File: src/rtl/gamepad_reader.sv
// rtl/gamepad_reader.sv - NES-style gamepad poller with debounce, direction cancel and press pulses
module gamepad_reader #(
  parameter int CLK_HALF       = 6,
  parameter int POLL_PERIOD    = 416000,
  parameter int DEBOUNCE_POLLS = 2
) (
  input  logic clk,
  input  logic reset,
  input  logic pad_data,
  output logic pad_latch,
  output logic pad_clk,
  output logic A,
  output logic B,
  output logic select,
  output logic start,
  output logic up,
  output logic down,
  output logic left,
  output logic right,
  output logic A_press,
  output logic B_press,
  output logic poll_done
);

  localparam int CNT_MAX = (POLL_PERIOD > 2 * CLK_HALF) ? POLL_PERIOD : 2 * CLK_HALF;
  localparam int CW      = $clog2(CNT_MAX + 1);

  localparam logic [CW-1:0] IDLE_LAST  = CW'(POLL_PERIOD - 1);
  localparam logic [CW-1:0] PHASE_LAST = CW'(2 * CLK_HALF - 1);
  localparam logic [CW-1:0] HALF       = CW'(CLK_HALF);
  localparam logic [1:0]    DEB_LAST   = 2'(DEBOUNCE_POLLS - 1);

  typedef enum logic [1:0] {S_IDLE, S_LATCH, S_SHIFT, S_UPDATE} state_t;

  state_t          state;
  state_t          state_n;
  logic [CW-1:0]   cnt;
  logic [2:0]      bit_idx;
  logic [7:0]      raw;
  logic [7:0]      stable;
  logic [7:0]      stable_n;
  logic [7:0][1:0] deb_cnt;
  logic [7:0][1:0] deb_n;
  logic [7:0]      btn;
  logic [7:0]      btn_n;
  logic [1:0]      sync;
  logic            sample_edge;

  // Bit i of the pad is sampled on the last cycle of the latch pulse or of each clock low phase
  assign sample_edge = ((state == S_LATCH) || (state == S_SHIFT)) && (cnt == PHASE_LAST);

  // Two-flop synchroniser; idles at the released level
  always_ff @(posedge clk) begin
    if (!reset) sync <= 2'b11;
    else        sync <= {sync[0], pad_data};
  end

  // State register; reset aborts any poll in progress
  always_ff @(posedge clk) begin
    if (!reset) state <= S_IDLE;
    else        state <= state_n;
  end

  // Next-state: idle wait, latch pulse, seven shift bits, single update cycle
  always_comb begin
    state_n = state;
    case (state)
      S_IDLE:   if (cnt == IDLE_LAST) state_n = S_LATCH;
      S_LATCH:  if (cnt == PHASE_LAST) state_n = S_SHIFT;
      S_SHIFT:  if ((cnt == PHASE_LAST) && (bit_idx == 3'd7)) state_n = S_UPDATE;
      S_UPDATE: state_n = S_IDLE;
      default:  state_n = S_IDLE;
    endcase
  end

  // Phase counter restarts on every state change and on every shift-bit boundary; bits captured inverted
  always_ff @(posedge clk) begin
    if (!reset) begin
      cnt     <= '0;
      bit_idx <= '0;
      raw     <= '0;
    end else begin
      if ((state != state_n) || ((state == S_SHIFT) && (cnt == PHASE_LAST))) cnt <= '0;
      else                                                                   cnt <= cnt + 1'b1;
      if (sample_edge) begin
        raw[bit_idx] <= ~sync[1];
        bit_idx      <= bit_idx + 3'd1;
      end
    end
  end

  // Per-button debounce and opposing-direction cancellation, evaluated for the update cycle
  always_comb begin
    stable_n = stable;
    deb_n    = deb_cnt;
    for (int i = 0; i < 8; i++) begin
      if (raw[i] == stable[i]) begin
        deb_n[i] = 2'd0;
      end else if (deb_cnt[i] == DEB_LAST) begin
        stable_n[i] = raw[i];
        deb_n[i]    = 2'd0;
      end else begin
        deb_n[i] = deb_cnt[i] + 2'd1;
      end
    end
    btn_n    = stable_n;
    btn_n[4] = stable_n[4] & ~stable_n[5];
    btn_n[5] = stable_n[5] & ~stable_n[4];
    btn_n[6] = stable_n[6] & ~stable_n[7];
    btn_n[7] = stable_n[7] & ~stable_n[6];
  end

  // Button state commits only at the end of the update cycle
  always_ff @(posedge clk) begin
    if (!reset) begin
      stable  <= '0;
      deb_cnt <= '0;
      btn     <= '0;
    end else if (state == S_UPDATE) begin
      stable  <= stable_n;
      deb_cnt <= deb_n;
      btn     <= btn_n;
    end
  end

  // Outputs decoded from state; press pulses flag a 0->1 about to commit this update
  always_comb begin
    pad_latch = (state == S_LATCH);
    pad_clk   = (state == S_SHIFT) && (cnt < HALF);
    poll_done = (state == S_UPDATE);
    A_press   = poll_done & btn_n[0] & ~btn[0];
    B_press   = poll_done & btn_n[1] & ~btn[1];
  end

  assign A      = btn[0];
  assign B      = btn[1];
  assign select = btn[2];
  assign start  = btn[3];
  assign up     = btn[4];
  assign down   = btn[5];
  assign left   = btn[6];
  assign right  = btn[7];

endmodule

File: config.mk
export PLATFORM = sky130hd
export DESIGN_NAME = gamepad_reader
export DESIGN_NICKNAME = d
export VERILOG_FILES = /design/src/rtl/gamepad_reader.sv
export SDC_FILE = /design/constraint.sdc
export NUM_CORES = 1
export LEC_CHECK = 0
export ABC_AREA = 1
export CAP_MARGIN = 20
export CELL_PAD_IN_SITES_DETAIL_PLACEMENT = 2
export CELL_PAD_IN_SITES_GLOBAL_PLACEMENT = 2
export CORE_MARGIN = 2
export CORE_UTILIZATION = 31
export DETAILED_ROUTE_END_ITERATION = 10
export GPL_ROUTABILITY_DRIVEN = 0
export GPL_TIMING_DRIVEN = 0
export PLACE_DENSITY_LB_ADDON = 0.15
export SYNTH_ARGS = -nofsm -noshare
export SYNTH_HDL_FRONTEND = slang
export SYNTH_SLANG_ARGS = --single-unit
File: constraint.sdc
create_clock -name clk -period 1.6 [get_ports clk]
set_input_delay 0.4 -clock clk [delete_from_list [all_inputs] [get_ports clk]]
set_output_delay 0.4 -clock clk [all_outputs]
set_load 0.03 [all_outputs]
==> summary.md, run 1 <==
| Metric | Value |
|---|---|
| Place WS | `-675.2 ps` |
| Clock Tree Buf Depth | `2` |
| Cells after Synth | `a little over 400` |
| IO Port Bufs | `15` |
| Hold path start | `sync[0]` |
| Peak VDD IR | `419.2 µV` |
| Critical path type | `reg -> reg` |
| Die height | `~100 µm` |
| Fmax | `about 0.50 GHz` |
| Post-synth EDFFs | `0` |
| Reg-to-reg startpoint | `cnt[1]` |
| Measured slew at the worst slew-check pin | `about 550 ps` |
| Max FO, Critical Path | `5` |
| Routed wire length | `between 10 and 15 mm` |
| DRT Pass-1 Iters | `4` |
| Fin. Hold Viols | `0` |
| Most frequent cells in the layout | `52 x inv_1, 49 x nand2_1, 49 x dfxtp_1, 48 x nor2_1, 22 x a21oi_1` |
| #FFs+latches synth | `between 60 and 70` |
| Register area share after synthesis | `0.4077` |
| Worst slew margin | `0.6301` |
| Die ar. | `between 10,000 and 15,000 µm²` |
| Hold path endpoint | `sync[1]` |
| Crit path from | `cnt[1]` |
| DP HPWL | `6.291 mm` |
| Area leader, netlist | `dfxtp_1` |
| H-Tree Depth | `3` |
| Die width | `roughly 100 µm` |
| Hold crit path type | `reg -> reg` |
| GRT Total Usage | `0.2063` |
| Asr flop ratio synth | `0` |
| Final setup vio count | `35` |
| Mapped Area | `between 3000 and 4000 µm²` |
| Core area | `about 9600 µm²` |
| Finished Cell Area | `4491 µm²` |
| Maximum Capacitance Violations | `0` |
| Arrival @ worst endpoint | `between 2000 and 2500 ps` |
| Total gr overflow | `0` |
| Layout cells sized above 1 | `0.3682` |
| WHS Path Cells | `1` |
| Initial Util | `0.3158` |
| Setup Skew | `around 8.1 ps` |
| CTS root buf | `clkbuf_8` |
| Nets | `~480` |
| WHS | `around 420 ps` |
| Tot Pwr | `between 4 and 5 mW` |
| Vias in the first global route | `3,170` |
| Setup WS post-layout | `-391.9 ps` |
| Post-layout minimum cycle time | `1992 ps` |
| I/O pin count | `16` |
| Drc violations | `0` |
| P_leak | `about 1.7 nW` |
| Met1 Use GR | `0.2801` |
| ANT cells | `0` |
| Pwr Density | `around 1100 nW/µm²` |
| Post-route antenna net violation count | `0` |
| Synth Warn # | `0` |
| Largest net degree at the start of global routing | `18` |
| Initial antenna violation count | `0` |
| Worst-Skew Late Latency | `360 ps` |
| Post-DR vias/cell | `4.984` |
| First-pass GRT wire length | `between 15 and 20 mm` |
| Fin crit share | `1.245` |
| Clock slew at reported path FFs | `70 ps` |
| Vias | `between 3,000 and 4,000` |
| CTS tree | `built` |
| Clk sinks | `between 60 and 70` |
| Area delta synth->final | `47.51%` |
| Top FF cell, synth | `dfxtp_1` |
| Global-route met3 utilization | `0.02508` |
| Most common cell after layout, fill and taps aside | `inv_1` |
| Worst Setup Start Kind | `register` |
| Synth top area cells | `dfxtp_1 41%, nand2_1 8.0%, nor2_1 8.0%` |
| Met2 GRT Util | `0.3372` |
| GRT Max-Usage Layer | `met2` |
| RSZ-0062 raised after global routing | `true` |
| Crit. End Element | `register` |
| Avg Cell Area, Syn | `7.335 µm²` |
| Yosys top cell area share | `0.4077` |
| Internal reg-to-reg setup slack | `-390 ps` |
| # rows | `36` |
| WL/cell | `~20 µm` |
| CTS Buf Count | `9` |
| Net Count, Synth | `approximately 430` |
| Dpl cell area | `~3400 µm²` |
| Worst path required time | `around 1900 ps` |
| Iteration-0 DRC Markers | `57` |
| Worst R2R Path Depth | `12` |
| Slew Limit Fails | `0` |
| Violated checks | `setup timing` |
| Status | `complete, but fails checks` |
| FF-to-FF End | `raw[1]` |
| Unique masters post-synth | `32` |
worst max-delay path: stages (launching register included):
cell and delay [ps]:
dfxtp_2 350, ha_4 180, inv_2 60, nor2_4 140, nand3_2 90, nor2_2 110, nand2_2 100, nor2_4 170
inv_2 90, nor2_4 200, nand2_2 120, a21oi_2 150, o21a_1 160
worst max-delay path by stage:
| stage | to | slack (ps) | cells past startpoint |
|---|---|---|---|
| floorplan | cnt[13] | 0.3 | 11 |
| global placement | B_press | -670 | 6 |
| detailed placement | A_press | -680 | 6 |
| CTS | pad_clk | -310 | 6 |
| global route | cnt[3] | -500 | 12 |
| finish | raw[1] | -390 | 12 |
cell type report:
class	count	area [µm²]
Sequential cell	62	1267
Clock inverter	3	42.54
Buffer	8	88.84
Clock buffer	13	158.9
Timing Repair Buffer	49	525.5
Tap cell	133	166.4
Multi-Input combinational cell	280	1988
Inverter	63	252.7
Fill cell	1070	5149
registers in the layout, summed over array words and instances (netlist names):
name / count
stable: 8
btn: 4
sync: 2
deb_cnt: 16
bit_idx: 3
cnt: 19
raw: 8
state: 2
kinds of logic (layout without fill, tap and decap cells):
logic type / after synthesis / in the layout / share of synthesized area
xor+xnor: 20 / 20 / 0.05754
buf+inv: 73 / 136 / 0.09782
compound gates: 57 / 57 / 0.1052
simple gates: 196 / 196 / 0.3029
flops: 62 / 62 / 0.4077
fa+ha+maj: 7 / 7 / 0.02877
layer usage:
metal	vias up	wire length (µm)	part of all wire
li1	1447	-	-
met1	1532	5450	0.45
met2	45	6078	0.50
met3	21	259	0.021
met4	0	295	0.024
met5	-	0	0
synth_stat cells, types with 5 or more instances:
master and count:
inv_1 61, nor3_1 27, nand4_1 5, nand3_1 11
dfxtp_1 62, clkbuf_1 6, nor2_1 65, ha_1 7
a21oi_1 28, xor2_1 16, nand2_1 65, o21ai_0 13
a31oi_1 6
through the flow:
step | setup TNS, ps | cells | util
after detailed placement | -17970 | 563 | 0.3554
after CTS | -5919 | 602 | 0.4302
after floorplan | 0 | 415 | -
after global routing | -13320 | 611 | 0.4659
after global placement | -17500 | 563 | 0.3554
final | -9824 | 611 | 0.4659
what timing repair did:
action                     CTS  global route
gates resized for setup    127            65
pin swaps                   22            15
cloned                       3             0
setup buffers               22             9
hold buffers                 0             0
setup endpoints to repair   49            41
power by group:
part           switching, mW  internal, mW  total [mW]
combinational          0.912         0.755        1.67
clock                  0.665         0.804        1.47
sequential            0.0639          1.61        1.67
Note: power is estimated with default switching activity, not from simulation.
==> inputs of run 2 (changes only) <==
--- a/config.mk
+++ b/config.mk
@@ -15,6 +15,7 @@
 export GPL_ROUTABILITY_DRIVEN = 0
 export GPL_TIMING_DRIVEN = 0
 export PLACE_DENSITY_LB_ADDON = 0.15
+export SKIP_CTS_REPAIR_TIMING = 1
 export SYNTH_ARGS = -nofsm -noshare
 export SYNTH_HDL_FRONTEND = slang
 export SYNTH_SLANG_ARGS = --single-unit
==> run 2 against run 1 <==
The run still ends with setup timing left; flip-flop and latch count did not move; clock skew rose by 0.61 ps; sequential power barely moved; register-to-register slack improved by 80 ps; via count fell by 5.4%; die area did not move; critical path type is now reg -> out; critical endpoint is now pad_clk.
==> summary.md, run 2 (synthesis gave the netlist of run 1 again) <==
| Metric | Value |
|---|---|
| CP top delay family | `simple AND/OR/NAND/NOR gates` |
| H-Tree Depth | `3` |
| Largest net degree at the start of global routing | `11` |
| Clock Tree Buf Depth | `2` |
| Most common cell after layout, fill and taps aside | `nor2_1` |
| P_leak | `about 1.7 nW` |
| WL/cell | `roughly 17 µm` |
| Crit. End Element | `primary output` |
| Worst-path cell chain | `buf_2, nor2_1, nand2_2, nor4_4, buf_4` |
| Layout cells sized above 1 | `0.2912` |
| Slowest-stage cell, CP | `dfxtp_1` |
| Worst Setup Start Kind | `register` |
| Violated checks | `setup timing` |
| Dpl cell area | `between 3000 and 4000 µm²` |
| I/O pin count | `16` |
| Vias | `2,881` |
| Setup WS post-layout | `-421.6 ps` |
| Peak VDD IR | `360.6 µV` |
| Largest regs | `cnt x19, deb_cnt x16` |
| Drc violations | `0` |
| Final setup vio count | `34` |
| Finished Cell Area | `around 4200 µm²` |
| GRT Total Usage | `0.1756` |
| Clock slew at reported path FFs | `~70 ps` |
| Post-layout minimum cycle time | `~2000 ps` |
| Area delta synth->final | `39.33%` |
| Die ar. | `~11,000 µm²` |
| Slowest stage delay, CP | `~300 ps` |
| Maximum Capacitance Violations | `0` |
| Pwr Density | `~1100 nW/µm²` |
| Initial Util | `0.3158` |
| Post-route antenna net violation count | `0` |
| Measured slew at the worst slew-check pin | `355.9 ps` |
| Critical path type | `reg -> out` |
| Worst path required time | `1200 ps` |
| Crit path buffers/inverters | `2` |
| Fin. Hold Viols | `0` |
| Most frequent cells in the layout | `56 x nor2_1, 55 x dfxtp_1, 52 x inv_1, 50 x nand2_1, 27 x a21oi_1` |
| Fill cells | `~1,100` |
| Worst-Skew Late Latency | `between 300 and 400 ps` |
| Vias in the first global route | `about 2,900` |
| First-pass GRT wire length | `about 14 mm` |
| CTS root buf | `clkbuf_8` |
| ANT cells | `0` |
| Die width | `between 100 and 150 µm` |
| Nets | `472` |
| Sequential cell area | `about 1300 µm²` |
| Max FO, Critical Path | `7` |
| Clk sinks | `62` |
| Post-DR vias/cell | `about 4.8` |
| Routed wire length | `between 10 and 15 mm` |
| Arrival @ worst endpoint | `roughly 1600 ps` |
| RSZ-0062 raised after global routing | `true` |
| Hold crit path type | `reg -> reg` |
| Area occupied by multi-input gates | `between 1500 and 2000 µm²` |
| CTS tree | `built` |
| Biggest register | `cnt` |
| Die height | `103.1 µm` |
| Core area | `about 9600 µm²` |
| Post-route core utilization | `0.4400` |
| Setup Skew | `between 8 and 9 ps` |
| IO Port Bufs | `15` |
| Slew Limit Fails | `0` |
| Total gr overflow | `0` |
| Initial antenna violation count | `0` |
| Fin crit share | `1.264` |
| Iteration-0 DRC Markers | `44` |
| DP HPWL | `approximately 6.3 mm` |
| Status | `complete, but fails checks` |
| Number of flip-flops in the largest register | `19` |
| DRT Pass-1 Iters | `4` |
| CTS Buf Count | `9` |
| Fmax | `0.4947 GHz` |
| # rows | `36` |
| Worst slew margin | `0.7624` |
-- run 2: cell types whose count changed in the layout (fill, tap and decap cells not counted), sizes merged, moves of 2 or more --
cell	previous run	this run
dlymetal6s2s	0	8
clkinv	3	1
dlygate4sd2	4	0
buf	43	30
clkdlybuf4s15	3	0
-- run 2: metal layers --
metal,wire (µm),global-route usage
met2,4916,0.2672
met4,146,0.07287
met5,0,0
met3,243,0.02644
met1,4729,0.2476
-- run 2: final timing paths --
path | slack (ps) | endpoint | start | cells past startpoint
max | -420 | pad_clk | cnt[14] | 5
min | 420 | sync[1] | sync[0] | 1
max reg2reg | -310 | raw[5] | cnt[0] | 12
min reg2reg | 420 | sync[1] | sync[0] | 1
-- run 2: cell type report --
| cell class | count | share of cell area |
|---|---|---|
| Buffer | 9 | 0.02271 |
| Tap cell | 133 | 0.03923 |
| Multi-Input combinational cell | 280 | 0.4392 |
| Clock buffer | 13 | 0.03746 |
| Inverter | 63 | 0.05782 |
| Sequential cell | 62 | 0.2971 |
| Clock inverter | 3 | 0.01003 |
| Timing Repair Buffer | 37 | 0.09646 |
-- run 2: where the power goes --
part / total [mW] / internal (mW) / switching, mW
logic: 1.49 / 0.668 / 0.825
registers: 1.67 / 1.61 / 0.0652
clock network: 1.44 / 0.804 / 0.639
-- run 2: stage by stage --
stage	setup slack, ps	setup TNS [ps]	total power, mW	hold WS [ps]	cells
floorplan	0.2869	0	2.234	392.5	415
global placement	-671.5	-17500	2.429	401.5	563
detailed placement	-675.2	-17970	2.459	409.0	563
CTS	-1069	-14300	3.905	425.2	579
global route	-462.5	-12410	4.816	448.0	600
finish	-421.6	-8107	4.608	423.8	600
==> inputs of run 3 (changes only) <==
--- a/config.mk
+++ b/config.mk
@@ -9,7 +9,6 @@
 export CAP_MARGIN = 20
 export CELL_PAD_IN_SITES_DETAIL_PLACEMENT = 2
 export CELL_PAD_IN_SITES_GLOBAL_PLACEMENT = 2
-export CORE_MARGIN = 2
 export CORE_UTILIZATION = 31
 export DETAILED_ROUTE_END_ITERATION = 10
 export GPL_ROUTABILITY_DRIVEN = 0
==> run 3 against run 2 <==
The flow still finishes with violations (setup timing); maximum frequency shrank 2.7%; sequential power is essentially flat; register-to-register slack lost 120 ps; largest power group is now combinational cells; final cell count grew 2.3%; flip-flop and latch count is the same.
==> summary.md, run 3 (synthesis gave the netlist of run 1 again) <==
| Metric | Value |
|---|---|
| Critical path type | `reg -> out` |
| Final setup vio count | `36` |
| Setup WS post-layout | `-478.0 ps` |
| Drc violations | `0` |
| First-pass GRT wire length | `14.69 mm` |
| Most common cell after layout, fill and taps aside | `nor2_1` |
| Global-route met3 utilization | `0.03745` |
| Number of flip-flops in the largest register | `19` |
| WL/cell | `19.79 µm` |
| Initial Util | `0.3248` |
| Fin crit share | `1.299` |
| Initial antenna violation count | `0` |
| Die ar. | `10,220 µm²` |
| Slew Limit Fails | `0` |
| WHS | `between 400 and 500 ps` |
| Max FO, Critical Path | `4` |
| Routed wire length | `between 10 and 15 mm` |
| Fill cells | `1,102` |
| Peak VDD IR | `~640 µV` |
| CTS tree | `built` |
| P_leak | `~1.8 nW` |
| I/O pin count | `16` |
| Total gr overflow | `0` |
| Clock slew at reported path FFs | `around 90 ps` |
| Crit path buffers/inverters | `2` |
| Worst Setup Start Kind | `register` |
| Worst slew margin | `0.7452` |
| Slowest-stage cell, CP | `dfxtp_4` |
| H-Tree Depth | `3` |
| Largest regs | `cnt x19, deb_cnt x16` |
| Fmax | `0.4812 GHz` |
| Arrival @ worst endpoint | `1680 ps` |
| # rows | `35` |
| Post-route antenna net violation count | `0` |
| Biggest register | `cnt` |
| Met1 Use GR | `0.2484` |
| Vias | `3,099` |
| Sequential cell area | `~1300 µm²` |
| RSZ-0062 raised after global routing | `true` |
| DP HPWL | `approximately 6.4 mm` |
| GRT Max-Usage Layer | `met2` |
| Measured slew at the worst slew-check pin | `379.2 ps` |
| Worst-path cell chain | `nor2_4, nand3_2, inv_2, nand4_1, nor4_4, buf_4` |
| Vias in the first global route | `roughly 3,000` |
| Layout cells sized above 1 | `0.3361` |
| GRT Total Usage | `0.1892` |
| Violated checks | `setup timing` |
| Maximum Capacitance Violations | `0` |
| Largest net degree at the start of global routing | `12` |
| Iteration-0 DRC Markers | `73` |
| DRT Pass-1 Iters | `4` |
| Clk sinks | `62` |
| Core area | `about 9400 µm²` |
| Post-route core utilization | `0.4670` |
| Finished Layout Cells | `approximately 610` |
| Worst-Skew Late Latency | `between 300 and 400 ps` |
| Setup Skew | `roughly 14 ps` |
| Die width | `101.1 µm` |
| Status | `complete, but fails checks` |
| Area occupied by multi-input gates | `between 1500 and 2000 µm²` |
| Clock Tree Buf Depth | `2` |
| Area delta synth->final | `43.77%` |
| IO Port Bufs | `15` |
| Post-DR vias/cell | `5.047` |
| CTS Buf Count | `9` |
| Post-layout minimum cycle time | `around 2100 ps` |
| Nets | `just under 500` |
| Most frequent cells in the layout | `56 x nor2_1, 52 x inv_1, 52 x nand2_1, 52 x dfxtp_1, 24 x a21oi_1` |
| Pwr Density | `roughly 1100 nW/µm²` |
| Placed cell count | `around 560` |
| Met2 GRT Util | `0.3119` |
| CTS root buf | `clkbuf_8` |
| Fin. Hold Viols | `0` |
| CP top delay family | `simple AND/OR/NAND/NOR gates` |
| Crit. End Element | `primary output` |
| ANT cells | `0` |
| Die height | `101.1 µm` |
| Worst path required time | `between 1000 and 1500 ps` |
| Hold crit path type | `reg -> reg` |
| Slowest stage delay, CP | `~370 ps` |
## run 3: cell types whose count changed in the layout (fill, tap and decap cells not counted), moves of 4 or more
cell / previous run / this run
buf_4: 16 / 22
nor3_1: 15 / 10
buf_6: 8 / 18
nor3_2: 9 / 16
nand2_4: 7 / 3
## run 3: path summary, 6_finish.rpt
path / from / end / slack [ps] / cells after the start
min: sync[0] / sync[1] / 420 / 1
min reg2reg: sync[0] / sync[1] / 420 / 1
max reg2reg: cnt[0] / cnt[11] / -430 / 11
max: cnt[16] / pad_clk / -480 / 6
## run 3: power breakdown
part           switching [mW]  total (mW)  internal [mW]
registers              0.0629        1.67           1.61
logic                   0.919        1.69          0.770
clock network           0.695        1.41          0.718
total                    1.68        4.77           3.09
## run 3: final cells by class
| class | instances | area share |
|---|---|---|
| timing repair buffer | 53 | 0.1272 |
| clock buffer | 10 | 0.02916 |
| tap | 129 | 0.03688 |
| multi-input combinational | 282 | 0.4254 |
| buffer | 9 | 0.02201 |
| inverter | 63 | 0.05603 |
| sequential | 62 | 0.2893 |
| clock inverter | 6 | 0.01401 |
## run 3: per-stage QoR
step | TNS [ps] | worst slack [ps] | instance area (µm²) | power [mW]
detailed placement | -17900 | -702.3 | 3421 | 2.455
finish | -10560 | -478.0 | 4377 | 4.770
CTS | -15510 | -1088 | 3610 | 3.853
floorplan | 0 | 0.2869 | 3109 | 2.234
global route | -13430 | -565.8 | 4377 | 4.963
global placement | -16250 | -685.9 | 3421 | 2.421
## run 3: metal layers
metal / vias to the layer above / wire, µm
met2: 47 / 5961
met5: - / 0
met1: 1558 / 5601
li1: 1471 / -
met4: 0 / 338
met3: 23 / 246
